## src/rtl/mips_pkg.sv

```systemverilog
// mips_pkg: shared definitions for the MIPS instruction encoder.
//   - mnemonic_e : 4-bit symbolic command codes (ADD .. JR); 10-15 are illegal
//   - OP_* / FN_*: primary opcode and R-type funct constants
//   - op_is_legal: true for the ten defined mnemonics
//   - encode     : packs a mnemonic plus fields into a 32-bit machine word;
//                  fields unused by the format are forced to zero
package mips_pkg;

  typedef enum logic [3:0] {
    MN_ADD = 4'd0,
    MN_SUB = 4'd1,
    MN_ORI = 4'd2,
    MN_LUI = 4'd3,
    MN_LW  = 4'd4,
    MN_SW  = 4'd5,
    MN_BEQ = 4'd6,
    MN_J   = 4'd7,
    MN_JAL = 4'd8,
    MN_JR  = 4'd9
  } mnemonic_e;

  localparam logic [5:0] OP_RTYPE = 6'b000000;
  localparam logic [5:0] OP_ORI   = 6'b001101;
  localparam logic [5:0] OP_LUI   = 6'b001111;
  localparam logic [5:0] OP_LW    = 6'b100011;
  localparam logic [5:0] OP_SW    = 6'b101011;
  localparam logic [5:0] OP_BEQ   = 6'b000100;
  localparam logic [5:0] OP_J     = 6'b000010;
  localparam logic [5:0] OP_JAL   = 6'b000011;

  localparam logic [5:0] FN_ADD = 6'b100000;
  localparam logic [5:0] FN_SUB = 6'b100010;
  localparam logic [5:0] FN_JR  = 6'b001000;

  localparam logic [3:0] MN_LAST = 4'd9;

  function automatic logic op_is_legal(input logic [3:0] op);
    return (op <= MN_LAST);
  endfunction

  function automatic logic [31:0] encode(
    input logic [3:0]  op,
    input logic [4:0]  rs,
    input logic [4:0]  rt,
    input logic [4:0]  rd,
    input logic [15:0] imm,
    input logic [25:0] target
  );
    logic [31:0] word;
    case (op)
      MN_ADD:  word = {OP_RTYPE, rs, rt, rd, 5'b00000, FN_ADD};
      MN_SUB:  word = {OP_RTYPE, rs, rt, rd, 5'b00000, FN_SUB};
      MN_ORI:  word = {OP_ORI, rs, rt, imm};
      MN_LUI:  word = {OP_LUI, 5'b00000, rt, imm};
      MN_LW:   word = {OP_LW, rs, rt, imm};
      MN_SW:   word = {OP_SW, rs, rt, imm};
      MN_BEQ:  word = {OP_BEQ, rs, rt, imm};
      MN_J:    word = {OP_J, target};
      MN_JAL:  word = {OP_JAL, target};
      MN_JR:   word = {OP_RTYPE, rs, 15'b0, FN_JR};
      default: word = 32'h0000_0000;
    endcase
    return word;
  endfunction

endpackage

```

## src/rtl/sync_fifo.sv

```systemverilog
// sync_fifo: single-clock FIFO with registered storage.
//   clk, reset (async active-high) ; push/push_data ; pop/pop_data (head)
//   full, empty, count (occupancy). Storage is cleared on reset, so the
//   head reads zero while empty after reset. Full/empty come from count.
module sync_fifo #(
  parameter int WIDTH = 64,
  parameter int DEPTH = 4
) (
  input  logic                     clk,
  input  logic                     reset,
  input  logic                     push,
  input  logic [WIDTH-1:0]         push_data,
  input  logic                     pop,
  output logic [WIDTH-1:0]         pop_data,
  output logic                     full,
  output logic                     empty,
  output logic [$clog2(DEPTH):0]   count
);
  localparam int AW = $clog2(DEPTH);
  localparam int CW = AW + 1;

  logic [WIDTH-1:0] mem_r [DEPTH];
  logic [AW-1:0]    wr_ptr_r;
  logic [AW-1:0]    rd_ptr_r;
  logic [CW-1:0]    count_r;
  logic             full_s;
  logic             empty_s;
  logic             do_push_s;
  logic             do_pop_s;

  assign full_s    = (count_r == CW'(DEPTH));
  assign empty_s   = (count_r == {CW{1'b0}});
  // A push while full is dropped even if a pop happens in the same cycle.
  assign do_push_s = push && !full_s;
  assign do_pop_s  = pop && !empty_s;

  // Storage array: cleared on reset, written at the tail on push.
  always_ff @(posedge clk or posedge reset) begin
    if (reset) begin
      for (int i = 0; i < DEPTH; i++) begin
        mem_r[i] <= {WIDTH{1'b0}};
      end
    end else if (do_push_s) begin
      mem_r[wr_ptr_r] <= push_data;
    end
  end

  // Read/write pointers; they wrap naturally at DEPTH.
  always_ff @(posedge clk or posedge reset) begin
    if (reset) begin
      wr_ptr_r <= {AW{1'b0}};
      rd_ptr_r <= {AW{1'b0}};
    end else begin
      if (do_push_s) begin
        wr_ptr_r <= wr_ptr_r + AW'(1'b1);
      end
      if (do_pop_s) begin
        rd_ptr_r <= rd_ptr_r + AW'(1'b1);
      end
    end
  end

  // Occupancy counter; simultaneous push and pop leave it unchanged.
  always_ff @(posedge clk or posedge reset) begin
    if (reset) begin
      count_r <= {CW{1'b0}};
    end else begin
      case ({do_push_s, do_pop_s})
        2'b10:   count_r <= count_r + CW'(1'b1);
        2'b01:   count_r <= count_r - CW'(1'b1);
        default: count_r <= count_r;
      endcase
    end
  end

  assign pop_data = mem_r[rd_ptr_r];
  assign full     = full_s;
  assign empty    = empty_s;
  assign count    = count_r;

endmodule

```

## src/rtl/instr_encoder.sv

```systemverilog
// instr_encoder: turns symbolic MIPS commands into 32-bit machine words
// tagged with sequential instruction-memory addresses.
//   clk, reset (async active-high)
//   cmd_*      : command handshake and fields (op, rs, rt, rd, imm, target)
//   out_*      : FIFO head handshake, encoded word and its address
//   bad_op     : one-cycle pulse the cycle after an illegal op is accepted
//   count      : FIFO occupancy
module instr_encoder
  import mips_pkg::*;
#(
  parameter int          DEPTH     = 4,
  parameter logic [31:0] BASE_ADDR = 32'h0000_3000
) (
  input  logic                     clk,
  input  logic                     reset,
  input  logic                     cmd_valid,
  output logic                     cmd_ready,
  input  logic [3:0]               cmd_op,
  input  logic [4:0]               cmd_rs,
  input  logic [4:0]               cmd_rt,
  input  logic [4:0]               cmd_rd,
  input  logic [15:0]              cmd_imm,
  input  logic [25:0]              cmd_target,
  output logic                     out_valid,
  input  logic                     out_ready,
  output logic [31:0]              out_instr,
  output logic [31:0]              out_addr,
  output logic                     bad_op,
  output logic [$clog2(DEPTH):0]   count
);
  logic        fifo_full_s;
  logic        fifo_empty_s;
  logic [63:0] fifo_head_s;
  logic        accept_s;
  logic        legal_s;
  logic        push_s;
  logic [31:0] word_s;
  logic [31:0] addr_r;
  logic        bad_op_r;

  // Ready depends only on registered occupancy, never on valid or out_ready.
  assign cmd_ready = !fifo_full_s && !reset;
  assign accept_s  = cmd_valid && cmd_ready;
  assign legal_s   = op_is_legal(cmd_op);
  assign push_s    = accept_s && legal_s;
  assign word_s    = encode(cmd_op, cmd_rs, cmd_rt, cmd_rd, cmd_imm, cmd_target);

  // Address counter: advances by one word per legal enqueue, wraps mod 2^32.
  always_ff @(posedge clk or posedge reset) begin
    if (reset) begin
      addr_r <= BASE_ADDR;
    end else if (push_s) begin
      addr_r <= addr_r + 32'd4;
    end else begin
      addr_r <= addr_r;
    end
  end

  // Illegal-op flag: high for the single cycle after an illegal acceptance.
  always_ff @(posedge clk or posedge reset) begin
    if (reset) begin
      bad_op_r <= 1'b0;
    end else begin
      bad_op_r <= accept_s && !legal_s;
    end
  end

  sync_fifo #(
    .WIDTH (64),
    .DEPTH (DEPTH)
  ) u_fifo (
    .clk       (clk),
    .reset     (reset),
    .push      (push_s),
    .push_data ({addr_r, word_s}),
    .pop       (out_ready),
    .pop_data  (fifo_head_s),
    .full      (fifo_full_s),
    .empty     (fifo_empty_s),
    .count     (count)
  );

  assign out_valid = !fifo_empty_s;
  assign out_instr = fifo_head_s[31:0];
  assign out_addr  = fifo_head_s[63:32];
  assign bad_op    = bad_op_r;

endmodule

```

## config.mk

```make
export PLATFORM = sky130hd
export DESIGN_NAME = instr_encoder
export DESIGN_NICKNAME = d
export VERILOG_FILES = /design/src/rtl/mips_pkg.sv /design/src/rtl/sync_fifo.sv /design/src/rtl/instr_encoder.sv
export SDC_FILE = /design/constraint.sdc
export NUM_CORES = 1
export LEC_CHECK = 0
export ABC_AREA = 0
export CORE_MARGIN = 2
export CORE_UTILIZATION = 50
export DETAILED_ROUTE_END_ITERATION = 16
export GPL_TIMING_DRIVEN = 0
export PLACE_DENSITY_LB_ADDON = 0.08
export SYNTH_ARGS = -nofsm -noshare
export SYNTH_HDL_FRONTEND = slang
export SYNTH_HIERARCHICAL = 1
export SYNTH_SLANG_ARGS = --single-unit
```

## constraint.sdc

```tcl
create_clock -name clk -period 8.35 [get_ports clk]
set_input_delay 0.835 -clock clk [delete_from_list [all_inputs] [get_ports clk]]
set_output_delay 0.835 -clock clk [all_outputs]
set_load 0.03 [all_outputs]
```

==> results of run 1 <==
[cell families (layout without fill, tap and decap cells)]
family / Yosys count / in the layout / share of synthesized area, %
adders and majority gates: 7 / 7 / 0.697
muxes: 322 / 322 / 31.9
AOI/OAI and AO/OA: 56 / 56 / 3.24
and+or+nand+nor: 98 / 98 / 4.10
buffers and inverters: 67 / 262 / 3.85
DFF: 294 / 294 / 54.0
xor gates and xnor gates: 35 / 35 / 2.25
other: 1 / 13 / 0.0275
[state kept, by name, indices dropped and copies added, names as in the netlist]
| name | cells |
|---|---|
| addr_r | 30 |
| bad_op | 1 |
| u_fifo/count | 3 |
| u_fifo/mem_r | 256 |
| u_fifo/rd_ptr_r | 2 |
| u_fifo/wr_ptr_r | 2 |
[metal layers]
metal	wire length [um]	vias to the layer above	part of all wire, %	track usage (%)
met5	0	-	0	0
met4	603	0	2.1	5.46
met3	1270	45	4.4	3.96
met2	13800	163	48	33.9
met1	12900	4275	45	29.6
li1	-	3655	-	-
[worst max path at each step]
stage | from | endpoint | slack (ns) | cells past startpoint
2_1_floorplan | reset | u_fifo/count[0] | 0.27 | 1
3_3_place_gp | reset | u_fifo/mem_r[73] | -3.41 | 2
3_5_place_dp | cmd_op[1] | u_fifo/mem_r[73] | 4.64 | 8
4_1_cts | u_fifo/rd_ptr_r[0] | out_instr[3] | 4.44 | 5
5_1_grt | u_fifo/rd_ptr_r[0] | out_instr[19] | 4.37 | 3
6_report | u_fifo/rd_ptr_r[0] | out_instr[3] | 4.53 | 5
[layout make-up]
cell class	instances	area (um^2)	share of cell area, %
Multi-Input combinational cell	530	5790	34.6
Clock inverter	13	194	1.16
Timing Repair Buffer	136	1410	8.45
Sequential cell	294	7360	44.0
Inverter	16	67.6	0.404
Buffer	51	465	2.78
Tap cell	341	427	2.55
Clock buffer	46	1000	5.98
Antenna cell	1	2.50	0.0150
[cell usage in the layout (no fill, tap or decap), types with 3 or more instances in the layout]
cell / n
dfrtp_1: 292
mux2_2: 257
clkdlybuf4s50_1: 133
mux4_2: 64
clkbuf_16: 37
xnor2_1: 30
nand2_1: 27
clkbuf_8: 24
inv_1: 15
nand4_1: 15
buf_2: 14
nand3_1: 13
clkbuf_1: 12
conb_1: 12
and3_1: 11
a221oi_1: 10
a22o_1: 9
a22oi_1: 8
o21ai_0: 8
buf_6: 7
clkinv_2: 7
nor2_1: 6
ha_1: 6
xor2_1: 5
o22ai_1: 5
a222oi_1: 5
bufinv_16: 5
nor3_1: 4
a21oi_1: 4
nor2_2: 4
and4_1: 3
buf_16: 3
[metrics by stage]
stage	util [%]	area (um^2)	total power, mW
6_report	62.2	16700	5.32
5_1_grt	62.2	16700	5.59
4_1_cts	62.1	16700	5.40
3_5_place_dp	57.7	15500	3.81
3_3_place_gp	57.4	15400	3.78
2_1_floorplan	-	13700	3.19
[critical path, delay by kind of cell (launching register included)]
| kind | cells | cell delay [ns] |
|---|---|---|
| flip-flops | 1 | 0.35 |
| buffers and inverters | 4 | 1.74 |
| multiplexers | 1 | 0.40 |
[report_power, final]
group / switching, mW / internal [mW] / leakage, nW
registers: 0.196 / 1.76 / 3.93
clock network: 0.562 / 0.992 / 0.593
logic: 0.886 / 0.923 / 3.05
==> impl_results.md, run 1 <==
* Average via count per standard cell at 5.70
* Clock-pin slew of the registers on the worst-case setup and hold paths at 0.05 ns
* Largest net degree at the start of global routing at 115
* Inserted Clock Buffers at 34
* Area share of the largest cell type after synthesis at 53.6%
* Routed len/inst at 20.0 um
* Synth top area cells: dfrtp_1 54%, mux2_2 21%, mux4_2 11%, clkbuf_8 2.0%, xnor2_1 1.9%
* CTS Root Cell: clkbuf_16
* Final non-filler cell total at 1,428
* Gate Count Post-Synth at 880
* Launch instance of the worst min-delay path: u_fifo/mem_r[86]
* Count of pins on the block boundary at 135
* Overall fraction of global-route tracks in use at 21.0%
* Fraction of registers with async set or reset after synthesis at 100%
* Clock tree from TritonCTS: yes
* Power per cell area at 318 nW/um^2
* Top cell types by occurrence after synthesis: 292 x dfrtp_1, 257 x mux2_2, 64 x mux4_2
* Synthesized area per cell at 15.5 um^2
* Post-route clock period utilization at 45.7%
* Number of hold violations in the final report at 0
* Worst Tran Pin Value at 1.14 ns
* Number of distinct library cells after synthesis at 49
* Leading area contributor after synthesis: dfrtp_1
* Type of the worst setup path: register to output pin
* Wire length of the first global-routing pass at 47.4 mm
* Most instantiated flip-flop cell in the synthesis netlist: dfrtp_1
* Htree depth at 2
* Num rows at 60
* Routed via count at 8,138
* Share of layout cells above drive strength 1 at 40.1%
* Part of the Yosys area used for sequential elements at 54.0%
* Net count, final at 1,135
* Quantity of I/O buffers inserted on ports at 133
* Violation count after the first detailed-routing iteration at 504
* Setup TNS at 0 ns
* Effective utilization at floorplan at 50.7%
* Worst vdd ir at 0.000187 V
* Placed wire-length estimate at 19.2 mm
* Mapped Area at 13,600 um^2
* Crit path capture type: output pin
* Synthesis Warnings at 6
* Clk_skew at 0.0126 ns
* Final estimated routing congestion in global placement at 0.854
* Normalized max-slew margin at 24.2%
* Total core area at 26,900 um^2
* Die Outline Area at 28,600 um^2
* Max-Cap Viols at 0
* Cell leakage power at 7.57 nW
* Final critical delay including setup and external delays at 3.82 ns
* Horizontal die dimension at 169 um
* Most instantiated library cell after synthesis: dfrtp_1
* Post-synth EDFFs at 0
* Vias in the first global route at 8,545
* Data arrival time of the critical path at 2.98 ns
* Worst setup SP type: register
* Clock Latency Late Sink at 0.50 ns
* Number of buffers inserted for hold repair after clock tree synthesis at 0
* Setup Buffers After CTS at 0
* Max-slew violation total from the final report at 0
* Number of clock sinks at 294
* Fmax at 262 MHz
* Die height at 169 um
* RSZ-0062 raised after global routing: no
* Depth of the worst hold-timing path at 1
* Cell count after placement at 1,367
* R2r startpoint: u_fifo/count[2]
* Critical Path Fanout Max at 10
* Worst hold path endpoint: u_fifo/mem_r[86]
* Residual overflow from global routing at 0
* Final worst setup slack at 4.53 ns
* CP peak stage delay at 0.62 ns
* FILL cells at 2,078
* Initial antenna violation count at 0
* Overall routed net length at 28.5 mm
* Number of detailed-routing iterations run before antenna repair at 4
* Required time worst endpoint at 7.52 ns
* Number of register bits inferred by synthesis at 294
* Maximum buffer depth of the clock tree at 3
* Endpoints failing setup at 0
* Status: complete, no violations
* Worst hold margin at 0.500 ns
* Path category of the worst min-delay check: register to register
* Area Overhead vs Synth at 22.6%
* Worst R2R End: u_fifo/count[2]
* Cell-by-cell trace of the critical path: buf_2 -> buf_2 -> buf_2 -> mux4_2 -> clkdlybuf4s50_1
* Dpl ws at 4.64 ns
* DRC viols at 0
* Antenna violation net count after detailed routing at 0
* Most prevalent standard cell on the critical path: buf_2
* Worst R2R Setup Slack at 5.42 ns
* R2r worst-path depth at 11
* Worst path slowest cell: clkdlybuf4s50_1
* Total of cells resized after clock tree synthesis at 0
Note: power is estimated with default switching activity, not from simulation.
==> run 2, diff against run 1 <==
- clock period: 8.35 -> 3.24 ns (I/O delays scaled with it)
==> run 2 against run 1 <==
  * Register-to-register slack got worse by 5.1 ns
  * Clock power up 130%
  * Cell count about the same
  * Highest routed layer unchanged
==> impl_results.md, run 2 (synthesis gave the netlist of run 1 again) <==
* Clock Latency Late Sink at 0.55 ns (+0.05 ns)
* Type of the worst setup path: register to output pin
* Residual overflow from global routing at 0 (unchanged)
* Number of buffers inserted for hold repair after clock tree synthesis at 0 (unchanged)
* Violation count after the first detailed-routing iteration at 498 (-1.2%)
* Endpoints failing setup at 0 (unchanged)
* Final estimated routing congestion in global placement at 0.855 (+0.11%)
* Number of detailed-routing iterations run before antenna repair at 6 (+2)
* Die height at 169 um (unchanged)
* Wire length of the first global-routing pass at 46.4 mm (-2.1%)
* Leading cell type in the layout, fill and taps excluded: dfrtp_1
* Diode insertion count for antenna repair at 0 (-1)
* Normalized max-slew margin at 48.4% (+24 points)
* Crit path capture type: output pin
* Antenna violation net count after detailed routing at 0 (unchanged)
* Cell leakage power at 7.53 nW (-0.50%)
* CTS Root Cell: clkbuf_16
* Quantity of I/O buffers inserted on ports at 133 (unchanged)
* Power per cell area at 795 nW/um^2 (+150%)
* Final critical delay including setup and external delays at 3.09 ns
* Number of hold violations in the final report at 0 (unchanged)
* Clk_skew at 0.0101 ns (-0.00245 ns)
* FILL cells at 2,068 (-0.48%)
* Total core area at 26,900 um^2 (unchanged)
* Data arrival time of the critical path at 2.77 ns (-0.21 ns)
* Util after Layout at 62.0% (-0.27 points)
* Overall fraction of global-route tracks in use at 20.5% (-0.53 points)
* Share of layout cells above drive strength 1 at 40.1% (-0.092 points)
* DRC viols at 0 (unchanged)
* Fmax at 323 MHz
* Inserted Clock Buffers at 31 (-8.8%)
* Placed wire-length estimate at 19.5 mm (+1.6%)
* Largest net degree at the start of global routing at 42 (-63%)
* Horizontal die dimension at 169 um (unchanged)
* Initial antenna violation count at 0 (unchanged)
* Max-Cap Viols at 0 (unchanged)
* Worst Tran Pin Value at 0.773 ns (-0.364 ns)
* Number of clock sinks at 294 (unchanged)
* FF/Latch Area at 7360 um^2 (unchanged)
* Max-slew violation total from the final report at 0 (unchanged)
* Clock tree from TritonCTS: yes
* Post-route clock period utilization at 95.5%
* Worst setup SP type: register
* Worst vdd ir at 0.000447 V (+140%)
* Commonest cells after routing, fill and taps aside: 292 x dfrtp_1, 257 x mux2_2, 132 x clkdlybuf4s50_1, 64 x mux4_2, 31 x clkbuf_16
* Num rows at 60 (unchanged)
* Count of pins on the block boundary at 135 (unchanged)
* Htree depth at 1 (-1)
* RSZ-0062 raised after global routing: no
* Routed via count at 8,028 (-1.4%)
* Die Outline Area at 28,600 um^2 (unchanged)
* Area used by multi-input combinational logic at 5790 um^2 (unchanged)
* Number of flip-flops in the largest register at 256 (unchanged)
* Net count, final at 1,137 (+0.18%)
* Required time worst endpoint at 2.92 ns (-4.60 ns)
* Vias in the first global route at 8,416 (-1.5%)
* Status: complete, no violations
* Clock-pin slew of the registers on the worst-case setup and hold paths at 0.06 ns (about the same)
* Routed len/inst at 20.0 um (+0.20%)
* Average via count per standard cell at 5.63 (-1.3%)
* Worst hold margin at 0.291 ns (-0.209 ns)
* Register with the most flip-flops: u_fifo/mem_r
* Effective utilization at floorplan at 50.7% (unchanged)
* Overall routed net length at 28.6 mm (+0.13%)
* Maximum buffer depth of the clock tree at 3 (unchanged)
* Area Overhead vs Synth at 22.1%
* Critical Path Fanout Max at 10 (unchanged)
* Path category of the worst min-delay check: input port to async pin
[run 2: worst max-delay path, stage by stage, from the launching register on]
cell,delay (ns)
dfrtp_1,0.36
buf_4,0.25
buf_4,0.26
buf_2,0.33
mux4_2,0.41
clkdlybuf4s50_1,0.62
[run 2: what timing repair did]
item                       CTS  global route
setup endpoints to repair   57            17
gates resized for setup     11             5
setup buffers                0             0
hold endpoints to repair     0             0
cloned                       0             0
[run 2: final timing paths]
kind | from | to | slack (ns) | cells after the start
setup / recovery | u_fifo/rd_ptr_r[1] | out_addr[5] | 0.15 | 5
setup reg to reg | u_fifo/count[0] | u_fifo/count[2] | 0.31 | 11
hold reg to reg | u_fifo/mem_r[116] | u_fifo/mem_r[116] | 0.50 | 1
max in group asynchronous | reset | u_fifo/mem_r[74] | 1.40 | 7
hold / removal | reset | u_fifo/mem_r[169] | 0.29 | 2
min in group clk | cmd_op[0] | u_fifo/mem_r[220] | 0.39 | 4
[run 2: stage by stage]
step           instance area (um^2)  setup WS, ns  std cells  setup TNS, ns  power [mW]
4_1_cts                       16600       0.00983       1426              0        13.4
5_1_grt                       16600        0.0509       1427              0        13.9
2_1_floorplan                 13700        -0.554        891        -145.58        8.23
6_report                      16600         0.146       1427              0        13.2
3_3_place_gp                  15400         -2.78       1365        -720.84        9.74
3_5_place_dp                  15600        0.0378       1372              0        9.83
[run 2: layer usage]
metal  vias to the layer above  track usage, %  wire length [um]  share of wire, %
li1                       3660               -                 -                 -
met1                      4173            28.4             12800                45
met2                       161            34.6             14100                49
met3                        34            3.50              1260               4.4
met4                         0            3.86               436               1.5
met5                         -               0                 0                 0
[run 2: layout make-up]
class	instances	area share [%]
inverter	16	0.383
multi-input combinational	530	34.8
buffer	51	3.01
clock inverter	9	0.759
clock buffer	45	5.28
timing repair buffer	141	9.02
tap	341	2.56
sequential	294	44.2
[run 2: power breakdown]
part	internal (mW)	switching (mW)
Sequential	4.54	0.485
Clock	2.10	1.39
Combinational	2.43	2.30
==> run 3, diff against run 2 <==
- ABC_CLOCK_PERIOD_IN_PS: not set -> 3240
==> results of run 3 <==
No change in the layout: final DEF, timing and power equal those of run 2.
